[src/rtl/hit_collector_pkg.sv]
// Shared constants and helpers for the hit collector.
package hit_collector_pkg;

  // A FIFO entry packs the key at the LSBs and the source lane directly above it.
  localparam int KEY_LSB = 0;

  // Bits needed to name a lane. Never less than 1, so LANES=2 still gets a real field.
  function automatic int lane_w(input int lanes);
    return (lanes <= 2) ? 1 : $clog2(lanes);
  endfunction

  // Total width of one FIFO entry.
  function automatic int entry_w(input int key_w, input int lane_bits);
    return key_w + lane_bits;
  endfunction

  // Adds b to a and clamps the result at max.
  function automatic logic [31:0] sat_add(input logic [31:0] a, input logic [31:0] b,
                                          input logic [31:0] max);
    logic [32:0] sum;
    sum = {1'b0, a} + {1'b0, b};
    if (sum > {1'b0, max}) return max;
    return sum[31:0];
  endfunction

endpackage

[src/rtl/hit_fifo.sv]
// Synchronous FIFO. Pointers carry one extra wrap bit, which tells full and empty apart.
module hit_fifo #(
  parameter int W     = 66,
  parameter int DEPTH = 8
) (
  input  logic                   clk,
  input  logic                   rst_n,
  input  logic                   flush,
  input  logic                   push,
  input  logic [W-1:0]           push_data,
  input  logic                   pop,
  output logic [W-1:0]           pop_data,
  output logic                   empty,
  output logic                   full,
  output logic [$clog2(DEPTH):0] count
);
  localparam int AW = $clog2(DEPTH);

  logic [AW:0]  r_wptr;
  logic [AW:0]  r_rptr;
  logic [W-1:0] r_mem [DEPTH];
  logic         w_do_push;
  logic         w_do_pop;

  assign empty     = (r_wptr == r_rptr);
  assign full      = (r_wptr[AW] != r_rptr[AW]) && (r_wptr[AW-1:0] == r_rptr[AW-1:0]);
  assign count     = r_wptr - r_rptr;
  assign pop_data  = r_mem[r_rptr[AW-1:0]];
  assign w_do_pop  = pop && !empty;
  // A pop in the same cycle frees a slot, so a push into a full FIFO is allowed then.
  assign w_do_push = push && (!full || w_do_pop);

  // Pointer update. Flush empties the FIFO and overrides any push or pop.
  always_ff @(posedge clk or negedge rst_n) begin
    if (!rst_n) begin
      r_wptr <= '0;
      r_rptr <= '0;
    end else if (flush) begin
      r_wptr <= '0;
      r_rptr <= '0;
    end else begin
      if (w_do_push) r_wptr <= r_wptr + 1'b1;
      if (w_do_pop)  r_rptr <= r_rptr + 1'b1;
    end
  end

  // Storage write. No reset is needed: stale contents are never visible while empty.
  always_ff @(posedge clk) begin
    if (w_do_push && !flush) r_mem[r_wptr[AW-1:0]] <= push_data;
  end

endmodule

[src/rtl/hit_collector.sv]
// Collects single-cycle lane hits into per-lane slots and grants them round-robin into a
// shared FIFO. Hits that find their slot occupied are counted as drops, never lost silently.
//
// out_valid/out_ready: an entry transfers on a rising edge where both are high. Once
// out_valid rises, it stays high and out_key/out_lane hold steady until that transfer.
module hit_collector
  import hit_collector_pkg::*;
#(
  parameter int LANES      = 4,
  parameter int WIDTH      = 64,
  parameter int FIFO_DEPTH = 8,
  parameter int CNT_W      = 16
) (
  input  logic                        CLK,
  input  logic                        reset_n,
  input  logic                        enable,
  input  logic                        flush,
  input  logic [LANES-1:0]            lane_hit,
  input  logic [LANES*WIDTH-1:0]      lane_key,
  output logic                        out_valid,
  input  logic                        out_ready,
  output logic [WIDTH-1:0]            out_key,
  output logic [lane_w(LANES)-1:0]    out_lane,
  output logic [LANES-1:0]            pending,
  output logic [$clog2(FIFO_DEPTH):0] fifo_count,
  output logic [CNT_W-1:0]            dropped_cnt,
  output logic                        idle
);
  localparam int          LANE_W  = lane_w(LANES);
  localparam int          ENTRY_W = entry_w(WIDTH, LANE_W);
  localparam logic [31:0] CNT_MAX = (CNT_W >= 32) ? 32'hFFFF_FFFF : ((32'd1 << CNT_W) - 32'd1);

  logic [LANES-1:0]  r_pending;
  logic [WIDTH-1:0]  r_key [LANES];
  logic [LANE_W-1:0] r_rr_ptr;
  logic [CNT_W-1:0]  r_dropped;

  logic              w_grant_vld;
  logic [LANE_W-1:0] w_grant_idx;
  logic [LANES-1:0]  w_capture;
  logic [31:0]       w_drop_num;
  logic              w_fifo_empty;
  logic              w_fifo_full;
  logic              w_pop;
  logic              w_can_push;
  logic [ENTRY_W-1:0] w_push_data;
  logic [ENTRY_W-1:0] w_head;

  // Lane reached by stepping off lanes upward from base, with wrap-around.
  function automatic logic [LANE_W-1:0] step_lane(input logic [LANE_W-1:0] base, input int off);
    int s;
    s = int'(base) + off;
    if (s >= LANES) s = s - LANES;
    return LANE_W'(s);
  endfunction

  assign w_pop      = !w_fifo_empty && out_ready;
  assign w_can_push = !w_fifo_full || w_pop;

  // Round-robin grant: the first pending lane at or above rr_ptr, when the FIFO has room.
  always_comb begin
    w_grant_vld = 1'b0;
    w_grant_idx = '0;
    for (int k = 0; k < LANES; k++) begin
      if (!w_grant_vld && r_pending[step_lane(r_rr_ptr, k)]) begin
        w_grant_vld = 1'b1;
        w_grant_idx = step_lane(r_rr_ptr, k);
      end
    end
    if (!w_can_push) w_grant_vld = 1'b0;
  end

  // Capture or drop decision per lane. A slot that is granted this cycle counts as free.
  always_comb begin
    w_capture  = '0;
    w_drop_num = '0;
    for (int i = 0; i < LANES; i++) begin
      if (enable && lane_hit[i]) begin
        if (!r_pending[i] || (w_grant_vld && (w_grant_idx == LANE_W'(i)))) w_capture[i] = 1'b1;
        else w_drop_num = w_drop_num + 32'd1;
      end
    end
  end

  // Slot occupancy, round-robin pointer and drop counter. Flush has priority over everything.
  always_ff @(posedge CLK or negedge reset_n) begin
    if (!reset_n) begin
      r_pending <= '0;
      r_rr_ptr  <= '0;
      r_dropped <= '0;
    end else if (flush) begin
      r_pending <= '0;
      r_rr_ptr  <= '0;
      r_dropped <= '0;
    end else begin
      for (int i = 0; i < LANES; i++) begin
        if (w_capture[i]) r_pending[i] <= 1'b1;
        else if (w_grant_vld && (w_grant_idx == LANE_W'(i))) r_pending[i] <= 1'b0;
      end
      if (w_grant_vld) r_rr_ptr <= step_lane(w_grant_idx, 1);
      r_dropped <= CNT_W'(sat_add(32'(r_dropped), w_drop_num, CNT_MAX));
    end
  end

  // Slot keys. Only meaningful while the matching pending bit is set, so no reset.
  always_ff @(posedge CLK) begin
    for (int i = 0; i < LANES; i++) begin
      if (w_capture[i] && !flush) r_key[i] <= lane_key[i*WIDTH +: WIDTH];
    end
  end

  assign w_push_data = {w_grant_idx, r_key[w_grant_idx]};

  hit_fifo #(
    .W     (ENTRY_W),
    .DEPTH (FIFO_DEPTH)
  ) u_fifo (
    .clk       (CLK),
    .rst_n     (reset_n),
    .flush     (flush),
    .push      (w_grant_vld),
    .push_data (w_push_data),
    .pop       (w_pop),
    .pop_data  (w_head),
    .empty     (w_fifo_empty),
    .full      (w_fifo_full),
    .count     (fifo_count)
  );

  assign out_valid   = !w_fifo_empty;
  assign out_key     = out_valid ? w_head[KEY_LSB +: WIDTH] : '0;
  assign out_lane    = out_valid ? w_head[WIDTH +: LANE_W] : '0;
  assign pending     = r_pending;
  assign dropped_cnt = r_dropped;
  assign idle        = (r_pending == '0) && w_fifo_empty;

endmodule

[config.mk]
export PLATFORM = sky130hd
export DESIGN_NAME = hit_collector
export DESIGN_NICKNAME = d
export VERILOG_FILES = /design/src/rtl/hit_collector_pkg.sv /design/src/rtl/hit_fifo.sv /design/src/rtl/hit_collector.sv
export SDC_FILE = /design/constraint.sdc
export NUM_CORES = 1
export LEC_CHECK = 0
export CORE_MARGIN = 2
export CORE_UTILIZATION = 40
export DETAILED_ROUTE_END_ITERATION = 10
export PLACE_DENSITY = 0.61
export SYNTH_ARGS = -nofsm -noshare
export SYNTH_HDL_FRONTEND = slang
export SYNTH_SLANG_ARGS = --single-unit
[constraint.sdc]
create_clock -name CLK -period 18.3 [get_ports CLK]
set_clock_uncertainty 0.05 [all_clocks]
set_input_delay 1.83 -clock CLK [delete_from_list [all_inputs] [get_ports CLK]]
set_output_delay 1.83 -clock CLK [all_outputs]
set_load 0.01 [all_outputs]
# --- Yosys cells after proc, flatten, opt, wreduce, memory -nomap -nowiden ---
# Memory sizes are Yosys's and may differ from the RTL's.
# Index checks and enable logic that the tools add are counted.
op_classes:
  n_addsub: 16
  order_cmp: 10
  eq_ne: 6
  n_mux: 70
  n_reduce_logical: 46
ops:
  columns: ["op", "n"]
  rows:
  - ["$mux 32", 6]
  - ["$add 32x1->32 const B", 3]
  - ["$mux 64", 1]
  - ["$mux 16", 3]
  - ["$mux 1", 39]
  - ["$add 16x32->33", 1]
  - ["$gt 33x16->1 const B", 1]
  - ["$mux 2", 12]
  - ["$logic_and 1x1->1", 21]
  - ["$mux 4", 5]
  - ["$ge 3x3->1 const B", 4]
  - ["$lt 2x3->1 const B", 4]
  - ["$reduce_bool 3->1", 4]
  - ["$logic_not 1->1", 10]
  - ["$sub 2x1->2 const B", 5]
  - ["$add 4x1->4 const B", 2]
  - ["$bmux 1 s2", 4]
  - ["$add 2x1->3 const B", 2]
  - ["$add 2x2->3 const B", 2]
  - ["$logic_or 1x1->1", 6]
  - ["$reduce_bool 2->1", 3]
  - ["$eq 2x2->1 const B", 2]
  - ["$eq 4x4->1", 1]
  - ["$logic_not 4->1", 1]
  - ["6 further kinds", 6]
totals:
  regBits: 30
  ram_bits: 784
  in_bits: 265
  out_inout_bits: 92
  word_cells: 158
  mem_count: 2
memory_table:
  columns: ["memory", "depth", "word_bits", "rd", "rd_ports_with_merged_regs", "write_ports", "line", "text"]
  rows:
  - ["u_fifo.r_mem", 8, 66, 1, 0, 1, "hit_fifo.sv:21", "logic [W-1:0] r_mem [DEPTH];"]
  - ["r_key", 4, 64, 1, 0, 4, "hit_collector.sv:34", "logic [WIDTH-1:0] r_key [LANES];"]

# --- Depth between registers and ports, before layout ---
# Gate-level depths: netlist of run 1.
depth:
  word_depth: 34
  ltp_mapped: 26

# --- Cells and area by module ---
# From an unflattened synthesis of run 1, not the netlist that was laid out.
hier_totals:
  hier_cells: 1907
  area_unflattened_um2: 32055.7
by_module_without_submodules:
  columns: ["module", "n_inst", "cells_per_inst", "area_per_inst_um2", "seq_area_each_um2"]
  rows:
  - ["hit_fifo", 1, 973, 20433.3, 16055.4]
  - ["hit_collector", 1, 934, 11622.4, 8237.9]

# --- Worst setup path before layout of run 1 ---
# Ideal clock, no wire load.
synth_path:
  path_type: "input to register"
  start: "input port out_ready"
  end: "memory u_fifo.r_mem[0][0], enable pin"
  setup_time_ps: 676
  t_arrival_ps: 8985
  slack_ps: 8589
  stages: 4
  cell_sequence: "or3_1 > nand2_1 > nor2_1 > nor4b_1"
synth_between:
  elab_chain_cells: 7
  word_cells_on_any_way: 9
  classes_between: "mux (3); reduce/logical (6)"
synth_lines:
  columns: ["item", "line", "text"]
  rows:
  - ["start, declared", "hit_collector.sv:21", "input logic out_ready,"]
  - ["$logic_and 1x1->1 *", "hit_collector.sv:57", "assign w_pop = !w_fifo_empty && out_ready;"]
  - ["$logic_or 1x1->1 / $logic_and 1x1->1 (equally long branches)", "hit_collector.sv:58, hit_fifo.sv:29", null]
  - ["$mux 1 / $logic_or 1x1->1 (equally long branches)", "hit_collector.sv:70, hit_fifo.sv:31", null]
  - ["$logic_and 1x1->1 *", "hit_fifo.sv:31", "assign w_do_push = push && (!full || w_do_pop);"]
  - ["$logic_and 1x1->1 *", "hit_fifo.sv:49", "if (w_do_push && !flush) r_mem[r_wptr[AW-1:0]] <= push_data;"]
  - ["$mux 1 *", "hit_fifo.sv:49", null]
  - ["$mux 1 (not written as such) *", "hit_fifo.sv:49", null]
  - ["end, declared", "hit_fifo.sv:21", null]
# Mark *: on every way between the ends. The rest lies on a longest branch, timed or not.

# --- Worst setup path in the final report of run 1 ---
layout_path:
  start: "register u_fifo.r_rptr[2]"
  end: "output port out_lane[1]"
layout_between:
  elab_chain_cells: 2
  word_cells_on_any_way: 3
  classes_between: "eq/ne (1); mux (1); memory (1)"
layout_lines:
  columns: ["item", "line", "text"]
  rows:
  - ["start, declared", "hit_fifo.sv:20", "logic [AW:0] r_rptr;"]
  - ["start signal, assigned", "hit_fifo.sv:43", "if (w_do_pop) r_rptr <= r_rptr + 1'b1;"]
  - ["$mem_v2 8x66 / $eq 4x4->1 (equally long branches)", null, null]
  - ["$mux 2 *", "hit_collector.sv:132", "assign out_lane = out_valid ? w_head[WIDTH +: LANE_W] : '0;"]
  - ["end, declared", "hit_collector.sv:23", "output logic [lane_w(LANES)-1:0] out_lane,"]
# Marked as above.

==> flow_metrics.tcl, run 1 <==
set metrics [dict create \
    hp-class "flip-flop to flip-flop" \
    synth-xor-area-share 0.003834 \
    pre_cts_ws_ps 11730 \
    first_global_vias 17770 \
    hpwl_um 45440 \
    grt_pass1_wl_um 112600 \
    final_cells 3209 \
    cts_resized 0 \
    layout_worst_path_cycle_share 0.3544 \
    hold_depth 2 \
    synthFlopType "edfxtp_1" \
    regArea_um2 24300 \
    postSynth.asyncResetShare 0.03686 \
    finalHoldViolCount 0 \
    fp.dieArea_um2 82230 \
    cts_tree "built" \
    finalWeightedCongestion 0.8037 \
    synth-simple-area-share 0.04241 \
    yosysWarnings 0 \
    worstHoldStart "u_fifo.r_rptr[3]$_DFFE_PN0P_" \
    fin_ws_ps 11810 \
    layout_min_cycle_time_ps 6486 \
    relSlewSlack 0.2879 \
    grt_use_total 0.1847 \
    synthMuxAreaShare 0.1406 \
    synth_top_area_share 0.7362 \
    cts_hold_buf 0 \
    clkSinkCount 814 \
    cts_root_buffer "clkbuf_16" \
    synth_common_cells "edfxtp_1 (784), a21oi_1 (154), nand2_1 (152)" \
    drtIter0Drc 1241 \
    r2r-start "u_fifo.r_rptr[2]$_DFFE_PN0P_" \
    synthToLayoutAreaGrowth_pct 23.72 \
    antenna_left 0 \
    holdPathEnd "u_fifo.r_rptr[3]$_DFFE_PN0P_" \
    wl_um 75400 \
    cap_violations 0 \
    synth_edf_count 784 \
    critPathKind "flip-flop to primary output" \
    ys_ff_latch 814 \
    fp.dieW_um 286.8 \
    cts_buffer_depth 3 \
    clkTransAtPathRegs_ps 60 \
    io_pins 357 \
    setup_tns_ps 0 \
    finalSetupViolCount 0 \
    postCtsSetupBuffers 0 \
    outcome "finished clean" \
    leakage_nw 12.92 \
    max_clock_freq_mhz 154.2 \
    floorplan.rows 103 \
    die-height_um 286.8 \
    cp-end-kind "primary output" \
    nFillCells 6498 \
    cp_max_fo 39 \
    critPathLaunchType "flip-flop" \
    grt_overflow 0 \
    final_net_count 2370 \
    synth_area_um2 31980 \
    dr_total_vias 16630 \
    finish.utilization 0.5000 \
    fp.coreArea_um2 79130 \
    p_per_area_nw_per_um2 126.6 \
    drv_slew 0 \
    place_inst 3050 \
    vias_per_cell 5.184 \
    arrival_ps 4610 \
    clk_latency_ps 630 \
    drc_errors 0 \
    firstDrtPassIters 5 \
    start_util 0.4041 \
    synth_top_family_by_area "multiplexers" \
    rsz0062_at_grt "false" \
    rrSetupSlack_ps 12110 \
    synthAdderAreaFrac 0.006730 \
    grt_max_degree 72 \
    ys_seq_area_frac 0.7597 \
    wl_per_cell_um 23.50 \
    reg2reg_depth 19 \
    cts_buffers 87 \
    yosysTopAreaCell "edfxtp_1" \
    synth_compound_area_frac 0.03083 \
    ir_drop_mv 0.07250 \
    yosysUniqueCellTypes 53 \
    worst_pin_slew_ps 1068 \
    portBuffers 356 \
    drive_gt1_frac 0.1871 \
    syn_inst 1700 \
    synth_area_per_cell_um2 18.81 \
    grt_antenna_before_repair 0 \
    antenna_cells 0 \
    synth_nets 1981 \
    multiInputGateArea_um2 7267 \
    post-synth-top-count-cell "edfxtp_1" \
    ctsHtreeMaxLevel 3 \
    r2r-end "dropped_cnt[12]$_DFF_PN0_" \
    synth_area_leaders "edfxtp_1 (74%), mux4_2 (9.3%), a21oi_1 (2.4%)" \
    crit_required_ps 16420 \
]
per-layer routing:
metal / wire, µm / part of all wire / GRT usage / vias up
met2: 37400 / 0.50 / 0.3101 / 511
met1: 31610 / 0.42 / 0.2436 / 8529
met5: 0 / 0 / 0 / -
li1: - / - / - / 7471
met3: 4219 / 0.056 / 0.03545 / 123
met4: 2174 / 0.029 / 0.05820 / 0
kinds of logic (layout without fill, tap and decap cells):
logic type                 after synthesis  in the layout
xor gates and xnor gates                14             14
DFF                                    814            814
AOI/OAI and AO/OA                      180            180
muxes                                  265            265
buffers and inverters                  104            563
adders and majority gates               16             16
and+or+nand+nor                        307            307
report_power, final:
part	internal, W	switching [W]
Combinational	0.000512	0.000548
Sequential	0.00218	0.0000516
Clock	0.00101	0.000714
how the worst max path moves through the flow:
stage / from / end / slack (ps) / cells past startpoint
2_1_floorplan: out_ready / u_fifo.r_mem[0][0]$_DFFE_PP_ / 8590 / 4
4_1_cts: u_fifo.r_rptr[2]$_DFFE_PN0P_ / out_lane[1] / 11690 / 7
3_5_place_dp: out_ready / dropped_cnt[12]$_DFF_PN0_ / 11730 / 17
5_1_grt: u_fifo.r_rptr[2]$_DFFE_PN0P_ / out_key[53] / 11520 / 7
3_3_place_gp: out_ready / dropped_cnt[12]$_DFF_PN0_ / 11860 / 17
6_report: u_fifo.r_rptr[2]$_DFFE_PN0P_ / out_lane[1] / 11810 / 7
cell usage in the layout, fill, tap and decap left out, types with 5 or more instances in the layout:
cell	netlist	final
nor2_2	25	25
clkinv_1	0	26
ha_1	14	14
nand3_1	15	15
clkbuf_16	0	89
clkdlybuf4s50_1	0	356
clkinv_2	0	11
nor3_1	11	5
nand2_1	152	152
buf_4	0	34
mux2_4	29	29
bufinv_16	0	8
xnor2_1	11	11
a21o_1	6	6
mux4_2	132	132
clkbuf_1	47	14
nor2_1	72	69
a21oi_1	154	154
mux2_2	38	38
inv_1	13	13
nor3_2	1	7
dfrtp_1	30	27
edfxtp_1	784	784
nor2b_1	6	5
mux2i_1	66	66
cell type report:
type	count	area share
Clock inverter	56	0.01331
Sequential cell	814	0.6143
Multi-Input combinational cell	782	0.1837
Timing Repair Buffer	390	0.09652
Clock buffer	103	0.05762
Inverter	14	0.001360
Tap cell	1050	0.03321
stage by stage:
step	power, W	area [µm²]	hold WS, ps
6_report	0.005008	39560	528.7
5_1_grt	0.005219	39560	552.2
4_1_cts	0.005078	39560	529.2
3_5_place_dp	0.003348	36760	510.7
3_3_place_gp	0.003335	36760	506.5
2_1_floorplan	0.002878	31980	474.7
flip-flops by register name, summed over array words and instances (netlist names):
| signal | flops |
|---|---|
| u_fifo.r_mem | 528 |
| r_key | 256 |
| dropped_cnt | 16 |
| pending | 4 |
| u_fifo.r_rptr | 4 |
| u_fifo.r_wptr | 4 |
| r_rr_ptr | 2 |
worst max-delay path, stage by stage, from the launching register on:
cell and delay, ps:
dfrtp_4 660, clkinv_2 520, ha_1 540, nand3_1 180
nor2b_4 750, buf_4 610, a21oi_1 130, clkdlybuf4s50_1 510
(Power assumes the default switching activity.)
==> run 2, diff against run 1 <==
- clock period: 18.3 -> 6.5 ns (I/O delays scaled with it)
==> run 2 against run 1 <==
Cell area rose by 0.51%. Sequential share of layout area fell by 0.31 points. Final cell count rose by 0.22%. Register-to-register slack got worse by 11000 ps. First-iteration DRC count fell by 20%. Highest routed layer unchanged. Non-clock buffer count rose by 3. Critical path depth rose by 11.
==> flow_metrics.tcl, run 2 (synthesized netlist as in run 1, its figures left out) <==
set metrics [dict create \
    drive_gt1_frac 0.1893 \
    finalHoldViolCount 0 \
    finalSetupViolCount 0 \
    largest_register_ffs 528 \
    crit_top_cell "ha_1" \
    cp_max_fo 12 \
    layout_worst_path_cycle_share 0.8619 \
    final_net_count 2375 \
    clkPwrFrac 0.344 \
    leakage_nw 12.97 \
    antenna_cells 0 \
    layout_min_cycle_time_ps 5603 \
    reg2reg_depth 18 \
    clkSinkCount 814 \
    cts_buffers 89 \
    final_common_cell "edfxtp_1" \
    first_global_vias 17920 \
    synthToLayoutAreaGrowth_pct 24.35 \
    die-height_um 286.8 \
    postLayoutCellArea_um2 39770 \
    start_util 0.4041 \
    arrival_ps 6110 \
    fp.coreArea_um2 79130 \
    critPathLaunchType "flip-flop" \
    max_clock_freq_mhz 178.5 \
    postCtsSetupBuffers 0 \
    holdWs_ps 395.0 \
    swShare 0.2607 \
    post_dp_cell_area_um2 36920 \
    cts_resized 0 \
    finalWeightedCongestion 0.7894 \
    cp-end-kind "flip-flop" \
    grt_use_total 0.1798 \
    cts_hold_buf 0 \
    drv_slew 0 \
    ctsHtreeMaxLevel 3 \
    hpwl_um 43240 \
    drc_errors 0 \
    portBuffers 356 \
    crit_chain "ha_1, nand3_1, or3_1, a21boi_0, ha_1, nand3_1, nand2_1, ha_1, mux2_2, ha_1, mux2_4, fa_1, a21o_1, a21o_1, and2_1, and3_1, a31oi_1, o21a_1" \
    fp.dieW_um 286.8 \
    clkTransAtPathRegs_ps 60 \
    fp.dieArea_um2 82230 \
    cpLargestDelayFamily "adder cells" \
    grt_max_degree 137 \
    ir_drop_mv 0.2836 \
    wl_um 74210 \
    critPathKind "flip-flop to flip-flop" \
    grt_pass1_wl_um 110400 \
    slowest_stage "dfrtp_1" \
    cts_tree "built" \
    cts_buffer_depth 3 \
    hp-class "input pin to async pin" \
    antenna_left 0 \
    outcome "finished clean" \
    grt_antenna_before_repair 0 \
    worst_pin_slew_ps 1137 \
    io_pins 357 \
    firstDrtPassIters 5 \
    slowest_delay_ps 550 \
    dr_total_vias 16510 \
    p_per_area_nw_per_um2 356.5 \
    comb_power_share 0.220 \
    cp.depth 18 \
    clk_latency_ps 620 \
    floorplan.rows 103 \
    power.switching_w 0.003697 \
    cap_violations 0 \
    grt_overflow 0 \
    wl_per_cell_um 23.08 \
    setup_tns_ps 0 \
    layout_common_cells "edfxtp_1 (784), clkdlybuf4s50_1 (356), a21oi_1 (154), nand2_1 (152), mux4_2 (132)" \
    relSlewSlack 0.2405 \
    path_buf_inv 0 \
    rsz0062_at_grt "false" \
    drtIter0Drc 997 \
    cts_root_buffer "clkbuf_16" \
    crit_required_ps 7000 \
    p_int_w 0.01048 \
    p_seq_frac 0.436 \
    vias_per_cell 5.134 \
]
==> run 2: layer usage <==
layer | part of all wire | vias up | GRT usage
li1 | - | 7509 | -
met1 | 0.42 | 8499 | 0.2301
met2 | 0.51 | 423 | 0.3127
met3 | 0.052 | 79 | 0.03474
met4 | 0.018 | 0 | 0.05039
met5 | 0 | - | 0
==> run 2: layout make-up <==
class / instances / area [µm²]
clock buffer: 118 / 2462
clock inverter: 45 / 380.4
fill: 6524 / 39360
inverter: 14 / 55.05
multi-input combinational: 782 / 7322
sequential: 814 / 24300
tap: 1050 / 1314
timing repair buffer: 393 / 3929
==> run 2: power by group through the flow <==
stage / Combinational [W] / Clock, W / Sequential (W)
after floorplan: 0.00182 / 0 / 0.00627
after global placement: 0.00318 / 0 / 0.00628
after global routing: 0.00338 / 0.00520 / 0.00619
after detailed placement: 0.00320 / 0 / 0.00629
after CTS: 0.00322 / 0.00501 / 0.00618
final: 0.00312 / 0.00488 / 0.00618
==> run 2: worst paths after layout <==
check / from / end / slack [ps]
max: u_fifo.r_wptr[2]$_DFFE_PN0P_ / dropped_cnt[12]$_DFF_PN0_ / 900
min: reset_n / u_fifo.r_wptr[0]$_DFFE_PN0P_ / 390
max reg2reg: u_fifo.r_wptr[2]$_DFFE_PN0P_ / dropped_cnt[12]$_DFF_PN0_ / 900
min reg2reg: u_fifo.r_rptr[3]$_DFFE_PN0P_ / u_fifo.r_rptr[3]$_DFFE_PN0P_ / 530
max in group asynchronous: reset_n / u_fifo.r_rptr[2]$_DFFE_PN0P_ / 5660
min in group CLK: u_fifo.r_rptr[3]$_DFFE_PN0P_ / u_fifo.r_rptr[3]$_DFFE_PN0P_ / 530
==> run 2: through the flow <==
stage          utilization  instances  total power, W  worst slack (ps)
6_report            0.5026       3216         0.01418             897.3
5_1_grt             0.5026       3216         0.01477             593.6
4_1_cts             0.5026       3216         0.01440             900.8
3_5_place_dp        0.4666       3053        0.009493             922.8
3_3_place_gp        0.4666       3053        0.009453              1115
2_1_floorplan            -       1700        0.008092             274.2
==> run 3, diff against run 2 <==
- CELL_PAD_IN_SITES_DETAIL_PLACEMENT: not set -> 1
- CELL_PAD_IN_SITES_GLOBAL_PLACEMENT: not set -> 1
- PLACE_DENSITY: 0.61 -> 0.69
==> run 3 against run 2 <==
Clock power is essentially flat. Critical path depth up 1. Die area unchanged. Worst setup slack worse by 150 ps. Global-route usage up 1.4 points. Hold slack lost 18 ps.
==> flow_metrics.tcl, run 3 (synthesized netlist as in run 1, its figures left out) <==
set metrics [dict create \
    fin_ws_ps 748.6 \
    postCtsSetupBuffers 0 \
    cp_max_fo 12 \
    fp.coreArea_um2 79130 \
    clk_latency_ps 660 \
    grt_max_degree 97 \
    hp-class "input pin to async pin" \
    max_clock_freq_mhz 173.9 \
    setup_tns_ps 0 \
    relSlewSlack 0.2685 \
    clkTransAtPathRegs_ps 60 \
    largest_register_ffs 528 \
    fp.dieArea_um2 82230 \
    finalSetupViolCount 0 \
    first_global_vias 18780 \
    cts_buffer_depth 3 \
    die-height_um 286.8 \
    pre_cts_ws_ps 728.1 \
    cap_violations 0 \
    rsz0062_at_grt "false" \
    critPathLaunchType "flip-flop" \
    crit_chain "inv_1, ha_1, nand3_1, or3_1, a21boi_0, ha_1, nand3_1, nand2_1, ha_1, mux2_2, ha_1, mux2_4, fa_1, a21o_1, a21o_1, and2_1, and3_1, a31oi_1, o21a_1" \
    p_per_area_nw_per_um2 359.3 \
    finalHoldViolCount 0 \
    fp.dieW_um 286.8 \
    cts_tree "built" \
    antenna_left 0 \
    drive_gt1_frac 0.1939 \
    drv_slew 0 \
    cpLargestDelayFamily "adder cells" \
    slowest_delay_ps 580 \
    cts_resized 0 \
    layout_common_cells "edfxtp_1 (784), clkdlybuf4s50_1 (355), a21oi_1 (154), nand2_1 (152), mux4_2 (132)" \
    crit_required_ps 7030 \
    leakage_nw 12.98 \
    layout_worst_path_cycle_share 0.8848 \
    layout_min_cycle_time_ps 5751 \
    dr_total_vias 16900 \
    floorplan.rows 103 \
    drtIter0Drc 1017 \
    wl_per_cell_um 24.64 \
    outcome "finished clean" \
    clkSinkCount 814 \
    portBuffers 356 \
    vias_per_cell 5.247 \
    ctsHtreeMaxLevel 3 \
    start_util 0.4041 \
    hpwl_um 47710 \
    worst_pin_slew_ps 1097 \
    crit_top_cell "ha_1" \
    wl_um 79380 \
    grt_overflow 0 \
    antenna_cells 0 \
    cts_root_buffer "clkbuf_16" \
    grt_use_total 0.1936 \
    grt_pass1_wl_um 118900 \
    arrival_ps 6280 \
    final_net_count 2379 \
    path_buf_inv 1 \
    cts_buffers 90 \
    final_common_cell "edfxtp_1" \
    cp-end-kind "flip-flop" \
    cts_hold_buf 0 \
    firstDrtPassIters 5 \
    io_pins 357 \
    finalWeightedCongestion 0.7701 \
    ir_drop_mv 0.4022 \
    drc_errors 0 \
    grt_antenna_before_repair 0 \
    slowest_stage "a21boi_0" \
    critPathKind "flip-flop to flip-flop" \
    synthToLayoutAreaGrowth_pct 24.14 \
]
[run 3: report_power, final]
group | total [W] | switching [W] | internal [W]
clock network | 0.00491 | 0.00207 | 0.00283
logic | 0.00317 | 0.00171 | 0.00146
registers | 0.00619 | 0.0000625 | 0.00613
[run 3: final cells by class]
cell class	instances	area, µm²
multi-input cells	782	7322
fillers	7394	39430
clock buffers	107	2359
well taps	1050	1314
repair buffers	396	3871
inverters	14	53.80
clock inverters	58	476.7
flip-flops and latches	814	24300
[run 3: per-layer routing]
layer	routed length (µm)	vias to the layer above	part of all wire	global-route usage
met1	33610	8871	0.42	0.2507
met3	3763	116	0.047	0.03474
met2	40080	417	0.50	0.3332
met4	1935	0	0.024	0.05885
met5	0	-	0	0
li1	-	7495	-	-
[run 3: final timing paths]
path                                              start                            to  slack (ps)  cells after the start
min reg2reg                u_fifo.r_wptr[3]$_DFFE_PN0P_  u_fifo.r_wptr[3]$_DFFE_PN0P_         540                      2
max in group asynchronous                       reset_n  u_fifo.r_rptr[2]$_DFFE_PN0P_        5650                      2
max                        u_fifo.r_wptr[0]$_DFFE_PN0P_     dropped_cnt[12]$_DFF_PN0_         750                     19
min                                             reset_n  u_fifo.r_wptr[3]$_DFFE_PN0P_         380                      2
min in group CLK                           lane_key[71]         r_key[1][7]$_DFFE_PP_         490                      1
max reg2reg                u_fifo.r_wptr[0]$_DFFE_PN0P_     dropped_cnt[12]$_DFF_PN0_         750                     19
[run 3: through the flow]
stage | instances | util | total power [W] | hold slack (ps) | instance area, µm²
after floorplan | 1700 | - | 0.008092 | 304.4 | 32030
after global placement | 3056 | 0.4659 | 0.009454 | 495.8 | 36870
after detailed placement | 3056 | 0.4659 | 0.009531 | 535.4 | 36870
after CTS | 3221 | 0.5017 | 0.01448 | 355.4 | 39700
after global routing | 3221 | 0.5017 | 0.01483 | 418.7 | 39700
final | 3221 | 0.5017 | 0.01427 | 377.4 | 39700
